File: src/rtl/spi_cmd_decoder_pkg.sv
// spi_cmd_decoder_pkg: opcode, field-position and FSM-state definitions shared by the SPI command decoder
package spi_cmd_decoder_pkg;
  localparam logic [1:0] OP_NOP   = 2'b00;
  localparam logic [1:0] OP_WRITE = 2'b01;
  localparam logic [1:0] OP_READ  = 2'b10;
  localparam logic [1:0] OP_ILL   = 2'b11;
  localparam int OP_MSB   = 7;
  localparam int OP_LSB   = 6;
  localparam int ADDR_MSB = 3;
  typedef enum logic [1:0] {ST_IDLE, ST_WDATA, ST_ERR} state_t;
endpackage

File: src/rtl/spi_cmd_decoder_sync_edge.sv
// sync_edge: STAGES-deep synchronizer with a one-cycle rising-edge pulse (sysclk, reset, din async in, rise out)
module sync_edge #(
  parameter int STAGES = 2
) (
  input  logic sysclk,
  input  logic reset,
  input  logic din,
  output logic rise
);
  logic [STAGES-1:0] chain;
  logic prev;
  always_ff @(posedge sysclk) begin
    if (reset) begin
      chain <= '0;
      prev  <= 1'b0;
    end else begin
      chain <= {chain[STAGES-2:0], din};
      prev  <= chain[STAGES-1];
    end
  end
  assign rise = chain[STAGES-1] & ~prev;
endmodule

File: src/rtl/spi_cmd_decoder.sv
// spi_cmd_decoder: parses SPI command frames into control-register writes/reads (sysclk, reset, iRxReady/iRx/iSPICS in; oTxReady/oTx/oRegs/oWrStrobe/oWrAddr/oErrCount out)
module spi_cmd_decoder
  import spi_cmd_decoder_pkg::*;
#(
  parameter int         NREGS       = 4,
  parameter int         SYNC_STAGES = 2,
  parameter logic [7:0] REG_RESET   = 8'h80
) (
  input  logic               sysclk,
  input  logic               reset,
  input  logic               iRxReady,
  input  logic [7:0]         iRx,
  input  logic               iSPICS,
  output logic               oTxReady,
  output logic [7:0]         oTx,
  output logic [NREGS*8-1:0] oRegs,
  output logic               oWrStrobe,
  output logic [3:0]         oWrAddr,
  output logic [7:0]         oErrCount
);
  logic byteEv, frameEnd;
  state_t state, byteState;
  logic [3:0] wrAddr, addr;
  logic [1:0] op;
  logic [7:0] rdByte;
  logic addrOk, idleByte, illegal, doRead, startWr, doWrite, errInc;
  sync_edge #(.STAGES(SYNC_STAGES)) rxSync (.sysclk(sysclk), .reset(reset), .din(iRxReady), .rise(byteEv));
  sync_edge #(.STAGES(SYNC_STAGES)) csSync (.sysclk(sysclk), .reset(reset), .din(iSPICS), .rise(frameEnd));
  // iRx is still stable when byteEv fires, so it is used directly as the captured byte
  always_comb begin
    op = iRx[OP_MSB:OP_LSB];
    addr = iRx[ADDR_MSB:0];
    addrOk = {1'b0, addr} < 5'(NREGS);
    idleByte = byteEv && state == ST_IDLE;
    illegal = op == OP_ILL || (op != OP_NOP && !addrOk);
    doRead = idleByte && op == OP_READ && addrOk;
    startWr = idleByte && op == OP_WRITE && addrOk;
    doWrite = byteEv && state == ST_WDATA;
    byteState = startWr ? ST_WDATA : (idleByte && illegal) ? ST_ERR : doWrite ? ST_IDLE : state;
    // the byte is applied before frameEnd, so a frame ending while still awaiting data is an abort
    errInc = (idleByte && illegal) || (frameEnd && byteState == ST_WDATA);
    rdByte = '0;
    for (int k = 0; k < NREGS; k++)
      if (addr == 4'(k)) rdByte = oRegs[8*k +: 8];
  end
  always_ff @(posedge sysclk) begin
    if (reset) begin
      state <= ST_IDLE;
      wrAddr <= '0;
      oRegs <= {NREGS{REG_RESET}};
      oTx <= '0;
      oTxReady <= 1'b0;
      oWrStrobe <= 1'b0;
      oWrAddr <= '0;
      oErrCount <= '0;
    end else begin
      state <= frameEnd ? ST_IDLE : byteState;
      if (startWr) wrAddr <= addr;
      for (int k = 0; k < NREGS; k++)
        if (doWrite && wrAddr == 4'(k)) oRegs[8*k +: 8] <= iRx;
      oWrStrobe <= doWrite;
      if (doWrite) oWrAddr <= wrAddr;
      if (doRead) oTx <= rdByte;
      oTxReady <= !frameEnd && (doRead || (oTxReady && !byteEv));
      if (errInc && oErrCount != 8'hFF) oErrCount <= oErrCount + 8'd1;
    end
  end
endmodule

File: config.mk
export PLATFORM = sky130hd
export DESIGN_NAME = spi_cmd_decoder
export DESIGN_NICKNAME = d
export VERILOG_FILES = /design/src/rtl/spi_cmd_decoder_pkg.sv /design/src/rtl/spi_cmd_decoder_sync_edge.sv /design/src/rtl/spi_cmd_decoder.sv
export SDC_FILE = /design/constraint.sdc
export NUM_CORES = 1
export LEC_CHECK = 0
export CAP_MARGIN = 0
export CORE_MARGIN = 5
export CORE_UTILIZATION = 45
export CTS_CLUSTER_SIZE = 40
export DETAILED_ROUTE_END_ITERATION = 7
export PLACE_DENSITY_LB_ADDON = 0.2
export SLEW_MARGIN = 5
export SYNTH_ARGS = -nofsm -noshare
export SYNTH_HDL_FRONTEND = slang
export SYNTH_SLANG_ARGS = --single-unit
File: constraint.sdc
create_clock -name sysclk -period 1.8 [get_ports sysclk]
set_input_delay 0.18 -clock sysclk [delete_from_list [all_inputs] [get_ports sysclk]]
set_output_delay 0.18 -clock sysclk [all_outputs]
set_load 0.05 [all_outputs]
==> flow_summary.json <==
{
  "yosys.area.top_type_share_pct": 46.44,
  "ys_seq_area_share_pct": 46.44,
  "vias": 2254,
  "worstRegToRegCells": 5,
  "cts_hold_buf": 0,
  "cts_made_buffers": 9,
  "die_y_microns": 89.52,
  "synth_fp_nets": 289,
  "peakVddDrop_uv": 396.1,
  "ys_top_cells_by_count": "dfxtp_1, nor2_1, mux2i_1",
  "fp.dieW_microns": 89.52,
  "wl_microns": 6408,
  "instances_no_fill": 435,
  "clk_latency_ns": 0.33,
  "regToRegSetupSlack_ns": 0.05,
  "grt_most_used_layer": "met2",
  "place_congestion": 0.7538,
  "synth-main-ff-cell": "dfxtp_1",
  "io_buffers": 65,
  "grt.overflow.total": 0,
  "worstMarginPinSlew_ns": 0.5309,
  "gr-usage-met3_pct": 3.410,
  "finalSetupViolations": 0,
  "place_ws_ns": -0.1541,
  "crit_type": "register to output port",
  "hp-class": "input pin to register",
  "netlist.top_cell.by_area": "dfxtp_1",
  "critPathRequiredTime_ns": 1.62,
  "synth-edff-count": 0,
  "synth-seq-cells": 66,
  "wire_per_inst_microns": 14.73,
  "rsz0062_at_grt": "yes",
  "grt_pass1_wl_microns": 10210,
  "place_inst": 419,
  "cts_tree": "yes",
  "max_slew_margin_pct": 64.50,
  "use_met1_pct": 23.62,
  "syn_avg_cell_area_sq_um": 10.31,
  "nNetsFinal": 368,
  "antenna_found_initial": 0,
  "setup_tns_ns": 0,
  "arrival_ns": 1.57,
  "diodes": 0,
  "maxCapViolations": 0,
  "start_util_pct": 45.59,
  "grt_max_degree": 35,
  "drive_gt1_share_pct": 15.92,
  "io_pins": 66,
  "ant_nets": 0,
  "filler_cell_count": 555,
  "area_delta_synth_final_pct": 34.78,
  "synth-warning-count": 0,
  "cp.depth": 1,
  "syn-instance-count": 276,
  "grt_pass1_vias": 2141,
  "worstReg2RegStart": "state[1]",
  "critPathMaxStageDelay_ns": 0.83,
  "fp.coreArea_sq_um": 6241,
  "drc": 0,
  "cp-endpoint": "oErrCount[5]",
  "clock-sinks": 66,
  "path_buf_inv": 1,
  "period_needed_ns": 1.752,
  "worst_setup_path_end_kind": "output port",
  "startpoint": "oErrCount[5]",
  "async_flop_share_pct": 0,
  "max_clock_freq_mhz": 570.7,
  "synth_cell_type_count": 45,
  "die-area_sq_um": 8013,
  "row_count": 29,
  "firstDrtPassIters": 4,
  "clk_pin_slew_ns": 0.07,
  "via_per_inst": 5.182,
  "min_delay_path_depth": 4,
  "worst_slack_ns": 0.04779,
  "final_hold_viol_count": 0,
  "hpwlAfterDp_microns": 4447,
  "drt_first_iter_violations": 84,
  "clock_skew_ns": 0.005713,
  "p_leak_nw": 1.629,
  "grt_usage_pct": 16.81,
  "power_density_nw_per_um2": 737.2,
  "status": "finished, final reports clean",
  "clockRootBuffer": "clkbuf_8",
  "synth.most_common_cell": "dfxtp_1",
  "synth_area_sq_um": 2845,
  "fin_crit_sh_pct": 97.34,
  "rr_endpoint": "oErrCount[3]",
  "worst_setup_path_start_kind": "register",
  "h-tree-depth": 3,
  "path_cells": "clkdlybuf4s50_1",
  "cp_slowest_cell": "clkdlybuf4s50_1",
  "synthTopCellsByArea": "dfxtp_1, mux2i_1, nor2_1, mux4_2, nor2b_1",
  "critical-path-top-delay-family": "buffers and inverters",
  "finalMaxSlewViolations": 0,
  "worstPathMaxFanout": 6,
  "clockBufferDepth": 2,
  "use_met2_pct": 24.78
}
[how the worst min path moves through the flow]
stage,startpoint,to,slack (ns)
after detailed placement,rxSync.chain[0],rxSync.chain[1],0.42
after floorplan,iRx[7],oRegs[7],0.30
after global routing,reset,rxSync.chain[1],0.32
after global placement,csSync.chain[0],csSync.chain[1],0.42
final,reset,oErrCount[7],0.28
after CTS,reset,oErrCount[7],0.27
[per-stage QoR]
stage	cell area [sq um]	hold slack (ns)	total power, mW	util, %
6_report	3835	0.2841	2.827	61.45
5_1_grt	3835	0.3248	2.930	61.45
4_1_cts	3814	0.2731	2.856	61.11
3_5_place_dp	3642	0.4234	1.722	58.36
3_3_place_gp	3642	0.4222	1.719	58.36
2_1_floorplan	2845	0.2979	1.634	-
[what timing repair did]
item | in CTS | in global routing
setup endpoints to repair | 1 | 3
setup buffers | 0 | 2
pin swaps | 0 | 0
gates resized for setup | 1 | 2
[final cells by class]
type | instances | area (sq um) | area share, %
timing repair buffer | 84 | 794.5 | 20.72
clock inverter | 4 | 45.04 | 1.175
tap | 77 | 96.34 | 2.512
multi-input combinational | 191 | 1439 | 37.52
inverter | 3 | 11.26 | 0.2936
clock buffer | 10 | 127.6 | 3.328
sequential | 66 | 1321 | 34.45
[layer usage]
layer  share of wire (%)  up-vias  wire length [microns]
met3                 3.9        8                    248
met1                  50     1064                   3179
met4                 1.6        0                    102
met2                  45       53                   2878
met5                   0        -                      0
li1                    -     1129                      -
[kinds of logic (layout without fill, tap and decap cells)]
| logic type | Yosys count | after routing | share of synthesized area, % |
|---|---|---|---|
| and+or+nand+nor | 112 | 112 | 21.55 |
| DFF | 66 | 66 | 46.44 |
| muxes | 52 | 52 | 22.03 |
| AOI/OAI and AO/OA | 26 | 26 | 6.332 |
| buffers and inverters | 19 | 101 | 3.210 |
| adders and majority gates | 1 | 1 | 0.4397 |
[power breakdown]
part           total, mW  leakage [nW]  switching, mW  internal (mW)
sequential          1.49         0.533         0.0155           1.47
combinational      0.201          1.00          0.111         0.0903
clock               1.14        0.0918          0.519          0.617
total               2.83          1.63          0.645           2.18
[placed cells by master, fill, tap and decap left out, types with 2 or more instances in the layout]
master	instances
nand2b_1	3
a21oi_1	13
nand2_1	12
mux2i_1	39
nand3_1	4
mux2_1	2
inv_1	3
a31oi_1	2
clkbuf_8	9
or3_1	3
nor3_1	5
a211oi_1	2
mux4_2	8
dfxtp_1	66
nor2b_1	13
a21o_1	2
buf_4	19
nand4_1	3
nor2_1	51
clkdlybuf4s50_1	60
nand4b_1	4
mux2_2	3
and3b_1	2
clkinv_2	3
[state kept, by name, summed over array words and instances (netlist names)]
signal,cells
oRegs,32
oWrAddr,4
oErrCount,8
rxSync.prev,1
csSync.prev,1
oTxReady,1
state,2
csSync.chain,2
oTx,8
rxSync.chain,2
oWrStrobe,1
wrAddr,4
Power figures use the tool's default switching activity.
